<file path="src/rtl/core_in_packer.sv">
`default_nettype none
// ============================================================================
// Module   : core_in_packer
// Brief    : Writer-side feeder for the accelerator input FIFO. Packs
//            NUM_CHANNEL_IN consecutive host words (one pixel, channel-major,
//            first word in lane 0) into one wide FIFO word and writes it with a
//            single-cycle strobe that honours ff_full. Counts pixels per
//            WIDTH x HEIGHT frame, pulses frame_done after the last pixel and
//            raises a sticky frame_err when s_last disagrees with the count.
// Ports    : clk, reset (async, active-high)
//            s_data/s_valid/s_ready/s_last : host stream (valid/ready)
//            ff_wdata/ff_wrreq/ff_full      : FIFO write side
//            frame_done, frame_err, pix_count : frame status
// Revision : 1.0 - initial release
// ============================================================================
module core_in_packer #(
    parameter int DWIDTH         = 32,
    parameter int NUM_CHANNEL_IN = 8,
    parameter int WIDTH          = 56,
    parameter int HEIGHT         = 56,
    localparam int PCW = (WIDTH * HEIGHT > 1) ? $clog2(WIDTH * HEIGHT) : 1
) (
    input  logic                             clk,
    input  logic                             reset,
    input  logic [DWIDTH-1:0]                s_data,
    input  logic                             s_valid,
    output logic                             s_ready,
    input  logic                             s_last,
    output logic [NUM_CHANNEL_IN*DWIDTH-1:0] ff_wdata,
    output logic                             ff_wrreq,
    input  logic                             ff_full,
    output logic                             frame_done,
    output logic                             frame_err,
    output logic [PCW-1:0]                   pix_count
);

    localparam int c_CW = (NUM_CHANNEL_IN > 1) ? $clog2(NUM_CHANNEL_IN) : 1;
    localparam logic [c_CW-1:0] c_LAST_CH  = c_CW'(NUM_CHANNEL_IN - 1);
    localparam logic [PCW-1:0]  c_LAST_PIX = PCW'(WIDTH * HEIGHT - 1);

    localparam logic [0:0] c_S_FILL  = 1'b0;
    localparam logic [0:0] c_S_WRITE = 1'b1;

    logic [0:0]                       r_state;
    logic [0:0]                       w_state_nxt;
    logic                             r_run;
    logic [c_CW-1:0]                  r_ch_cnt;
    logic [PCW-1:0]                   r_pix_cnt;
    logic [NUM_CHANNEL_IN*DWIDTH-1:0] r_hold;
    logic                             r_frame_done;
    logic                             r_frame_err;

    logic w_ready;
    logic w_wrreq;
    logic w_xfer;
    logic w_pix_end;
    logic w_final_word;
    logic w_early;
    logic w_missing;

    // Transfer classification. "Final word" is the last channel of the last
    // pixel of the frame; s_last anywhere else is an early frame end.
    assign w_xfer       = s_valid && w_ready;
    assign w_pix_end    = w_xfer && (r_ch_cnt == c_LAST_CH);
    assign w_final_word = w_pix_end && (r_pix_cnt == c_LAST_PIX);
    assign w_early      = w_xfer && s_last && !w_final_word;
    assign w_missing    = w_final_word && !s_last;

    // ------------------------------------------------------------------
    // FSM: state register
    // ------------------------------------------------------------------
    always_ff @(posedge clk or posedge reset) begin
        if (reset) begin
            r_state <= c_S_FILL;
        end else begin
            r_state <= w_state_nxt;
        end
    end

    // ------------------------------------------------------------------
    // FSM: next state
    // ------------------------------------------------------------------
    always_comb begin
        w_state_nxt = r_state;
        case (r_state)
            c_S_FILL: begin
                // An early s_last drops the partial pixel, so no write.
                if (w_pix_end && !w_early) begin
                    w_state_nxt = c_S_WRITE;
                end
            end
            c_S_WRITE: begin
                if (!ff_full) begin
                    w_state_nxt = c_S_FILL;
                end
            end
            default: w_state_nxt = c_S_FILL;
        endcase
    end

    // ------------------------------------------------------------------
    // FSM: outputs
    // ------------------------------------------------------------------
    // r_run keeps s_ready low while reset is held and for the edge on which
    // it is released, so no word can be taken before the logic is live.
    always_comb begin
        w_ready = 1'b0;
        w_wrreq = 1'b0;
        case (r_state)
            c_S_FILL:  w_ready = r_run;
            c_S_WRITE: w_wrreq = !ff_full;
            default: begin
                w_ready = 1'b0;
                w_wrreq = 1'b0;
            end
        endcase
    end

    // ------------------------------------------------------------------
    // Datapath: lane capture, counters, frame status
    // ------------------------------------------------------------------
    always_ff @(posedge clk or posedge reset) begin
        if (reset) begin
            r_run        <= 1'b0;
            r_ch_cnt     <= '0;
            r_pix_cnt    <= '0;
            r_hold       <= '0;
            r_frame_done <= 1'b0;
            r_frame_err  <= 1'b0;
        end else begin
            r_run <= 1'b1;

            if (w_xfer) begin
                for (int k = 0; k < NUM_CHANNEL_IN; k++) begin
                    if (r_ch_cnt == c_CW'(k)) begin
                        r_hold[k*DWIDTH +: DWIDTH] <= s_data;
                    end
                end
            end

            if (w_early) begin
                r_ch_cnt <= '0;
            end else if (w_xfer) begin
                r_ch_cnt <= (r_ch_cnt == c_LAST_CH) ? '0 : r_ch_cnt + 1'b1;
            end

            // Early end only happens in FILL and strobes only in WRITE, so
            // the two branches never compete.
            if (w_early) begin
                r_pix_cnt <= '0;
            end else if (w_wrreq) begin
                r_pix_cnt <= (r_pix_cnt == c_LAST_PIX) ? '0 : r_pix_cnt + 1'b1;
            end

            r_frame_done <= w_wrreq && (r_pix_cnt == c_LAST_PIX);

            if (w_early || w_missing) begin
                r_frame_err <= 1'b1;
            end
        end
    end

    assign s_ready    = w_ready;
    assign ff_wrreq   = w_wrreq;
    assign ff_wdata   = r_hold;
    assign frame_done = r_frame_done;
    assign frame_err  = r_frame_err;
    assign pix_count  = r_pix_cnt;

endmodule
`default_nettype wire

</file>
<file path="config.mk">
export PLATFORM = sky130hd
export DESIGN_NAME = core_in_packer
export DESIGN_NICKNAME = d
export VERILOG_FILES = /design/src/rtl/core_in_packer.sv
export SDC_FILE = /design/constraint.sdc
export NUM_CORES = 1
export LEC_CHECK = 0
export CORE_ASPECT_RATIO = 0.5
export CORE_MARGIN = 4
export CORE_UTILIZATION = 40
export CTS_CLUSTER_SIZE = 10
export DETAILED_ROUTE_END_ITERATION = 12
export PLACE_DENSITY_LB_ADDON = 0.3
export REMOVE_ABC_BUFFERS = 1
export SLEW_MARGIN = 40
export SYNTH_ARGS = -nofsm -noshare
export SYNTH_HDL_FRONTEND = slang
export SYNTH_SLANG_ARGS = --single-unit
</file>
<file path="constraint.sdc">
create_clock -name clk -period 12 [get_ports clk]
set_input_delay 1.2 -clock clk [delete_from_list [all_inputs] [get_ports clk]]
set_output_delay 1.2 -clock clk [all_outputs]
set_load 0.1 [all_outputs]
</file>
# Yosys cells after proc, flatten, opt, wreduce, memory -nomap -nowiden
# Index checks and enable logic that the tools add are counted.
# totals
regBits,275
latchBits,0
mem_bits_rw,0
rom_bits,0
elab_cells,60
mem_count,0
# op_classes
addsub,2
multipliers,0
div,0
magnitude_cmp,0
eq_ne,8
shift,0
n_mux,11
bitwise,1
reduce_logical,24
# ops
cell,count
12-bit 2-to-1 mux,3
2-bit AND reduction,8
12-bit by 1-bit adder with 12-bit output (second input constant),1
12-bit == test (second input constant),1
3-bit == test (second input constant),4
3-bit 2-to-1 mux,3
1-bit logical AND,8
3-bit by 2-bit == test with 1-bit output (second input constant),2
1-bit logical NOT,4
1-bit 2-to-1 mux,4
2-bit nonzero test,2
3-bit by 1-bit adder with 3-bit output (second input constant),1
3-bit by 1-bit == test with 1-bit output (second input constant),1
3-bit logical NOT,1
1-bit one-hot mux with 2 select lines,1
1-bit logical OR,1
1-bit NOT,1

# Longest topological paths before layout
# logic_depth
word_depth,10
ltp_mapped,6
depth_no_buf,6

# Worst setup path before layout
# OpenSTA, ideal clock, no wires.
# synth_timing
path_type,input-to-output
start,input port ff_full
end,output port ff_wrreq
arrival_ps,2077
required_ps,10800
slack_ps,8723
path_stages,2
path_cell_list,nand2b_1 -> inv_1
# synth_via
elab_chain_len,2
# synth_rtl
item,line_no,rtl
start: declaration,31,"input logic ff_full,"
1-bit logical NOT,111,c_S_WRITE: w_wrreq = !ff_full;
1-bit 2-to-1 mux,109,case (r_state)
end: declaration,30,"output logic ff_wrreq,"
# No other way between the ends.

# Final worst setup path
# Same ends and word-level chain as after synthesis.

==> results.sh <==
export IMPL_status="finished, final reports clean"
export IMPL_clkSinkCount=275
export IMPL_grtUsageTotal_pct=19.17
export IMPL_grt_pass1_vias=6841
export IMPL_critPathCaptureType="output pin"
export IMPL_grt_max_degree=126
export IMPL_path_max_fanout=5
export IMPL_avgViaCountPerCell=5.036
export IMPL_clkTransAtPathRegs_ns=0.06
export IMPL_fin_tns_setup_ns=0
export IMPL_syn_mean_instance_area_sq_um=16.07
export IMPL_postCtsHoldBufs=0
export IMPL_synth_distinct_cells=36
export IMPL_post_cts_resized=0
export IMPL_tightest_slew_ns=0.7270
export IMPL_worstSetupPathType="primary input to output pin"
export IMPL_worst_clock_skew_ns=0.01056
export IMPL_dieArea_sq_um=29000
export IMPL_rsz0062_at_grt="false"
export IMPL_grt_pass1_wl_mm=42.92
export IMPL_drive_above_1_share_pct=59.90
export IMPL_dr_pass1_iters=4
export IMPL_hold_path_class="flip-flop to flip-flop"
export IMPL_drtAntennaViolNets=0
export IMPL_portBuffers=308
export IMPL_yosysWarnings=0
export IMPL_drt_iter0_markers=393
export IMPL_clk_path_buf_depth=3
export IMPL_fmax_mhz=268.5
export IMPL_ys_ff_latch=275
export IMPL_netlist_instances=652
export IMPL_die_w_um=236.9
export IMPL_cp_arrival_ns=2.52
export IMPL_post_route_period_util_pct=31.04
export IMPL_cp_data_required_time_ns=10.80
export IMPL_fin_crit_ns=3.724
export IMPL_crit_path_start_kind="primary input"
export IMPL_drc=0
export IMPL_pre_cts_ws_ns=8.176
export IMPL_dieHeight_um=122.4
export IMPL_dp_hpwl_mm=19.13
export IMPL_cts_buffers=31
export IMPL_io_pins=309
export IMPL_yosysSeqAreaShare_pct=65.69
export IMPL_drv_cap=0
export IMPL_setup_slack_ns=8.276
export IMPL_relSlewSlack_pct=51.53
export IMPL_hold_path_cell_count=1
export IMPL_num_vias=6643
export IMPL_slew_viol_final=0
export IMPL_mostFrequentLayoutCells="dfrtp_1, buf_2, mux2_2, clkdlybuf4s50_1, clkbuf_16"
export IMPL_core_rowCount=41
export IMPL_clockRootBuffer="clkbuf_16"
export IMPL_clock_latency_ns=0.55
export IMPL_setup_viol=0
export IMPL_global_route_overflow_total=0
export IMPL_cts_tree="built"
export IMPL_final_common_cell="dfrtp_1"
export IMPL_r2r_cells=4
export IMPL_num_nets_final=1017
export IMPL_finalWirelength_mm=28.45
export IMPL_htreeDepth=1
export IMPL_hold_violations=0
export IMPL_area_growth_pct=28.33
export IMPL_wl_per_cell_um=21.57
export IMPL_floorplan_initialDensity_pct=41.09
export IMPL_synth_area_sq_um=10480
export IMPL_antenna_found_initial=0
export IMPL_coreArea_sq_um=25500
export IMPL_routabilityCongestion=0.8091
export IMPL_antennaDiodeCount=0
export IMPL_post_cts_setup_buffers=0
-- registers in the layout, summed over array words and instances (netlist names) --
signal and flops:
ff_wdata 256, frame_done 1, frame_err 1, pix_count 12, r_ch_cnt 3, r_run 1
r_state 1
-- metrics by stage --
stage          cells  area, sq um  hold WS [ns]  util, %
5_1_grt         1319        13440        0.5066    52.73
3_5_place_dp    1284        12620        0.4807    49.51
6_report        1319        13440        0.4957    52.73
2_1_floorplan    626        10360        0.5337        -
4_1_cts         1319        13440        0.4935    52.71
3_3_place_gp    1284        13960        0.4842    54.74
-- cell usage after synthesis --
master,number,area share [%]
nand3_1,8,0.38
and3_2,1,0.072
dfrtp_1,275,66
a211o_1,1,0.084
nor2_2,1,0.060
clkbuf_1,3,0.11
nor2_1,15,0.54
nand2_1,16,0.57
buf_2,12,0.57
nor3_1,2,0.096
xnor2_1,2,0.17
nor4_1,1,0.060
nand4_1,4,0.24
and3b_1,1,0.084
or4_4,2,0.21
ha_1,7,0.84
nand3b_1,1,0.072
nand2b_1,1,0.060
or2_2,1,0.060
a211oi_1,1,0.072
a21oi_1,6,0.29
mux2_2,256,28
and3_1,1,0.060
nand4b_1,1,0.084
or3_1,2,0.12
o21ai_0,2,0.096
inv_1,5,0.18
buf_1,11,0.39
nor2b_1,1,0.060
o22ai_4,1,0.19
xor2_1,6,0.50
or4_1,1,0.072
conb_1,1,0.036
a21o_1,1,0.072
nor4_4,1,0.20
and4b_1,1,0.096
-- worst max-delay path, cell delays in order --
cell and delay (ns):
clkdlybuf4s50_1 0.45, nand2b_1 0.26, inv_1 0.16, buf_2 0.45
-- worst paths after layout --
kind,startpoint,endpoint,slack [ns]
setup reg to reg,r_state,ff_wdata[238],9.69
setup / recovery,ff_full,ff_wrreq,8.28
hold / removal,frame_err,frame_err,0.50
hold reg to reg,frame_err,frame_err,0.50
min in group asynchronous,reset,r_state,1.11
max in group asynchronous,reset,ff_wdata[249],8.98
-- cells by family (layout without fill, tap and decap cells) --
kind of cell	after synthesis	after routing	share of synthesized area (%)
adder cells (fa/ha/maj)	7	7	0.8360
other	1	1	0.03580
flip-flops	275	275	65.69
multiplexers	256	256	27.52
AO/OA/AOI/OAI	12	12	0.8003
buffers and inverters	31	354	1.254
XOR/XNOR	8	8	0.6688
AND/OR/NAND/NOR	62	62	3.201
-- per-layer routing --
layer	vias to the layer above	track usage (%)	wire length, um
li1	2946	-	-
met1	3507	23.79	11340
met2	147	35.03	15310
met3	43	3.480	1108
met4	0	5.064	696
met5	-	0	0
-- final cells by class --
class	count	area (sq um)
fill	2155	12050
sequential	275	6882
multi-input combinational	346	3511
timing repair buffer	314	1774
clock buffer	34	807.0
tap	344	430.4
inverter	5	31.28
clock inverter	1	8.758
Power is left out: the tool's default activity adds up to more than one toggle a clock period on the data nets, which glitch-free logic cannot reach.
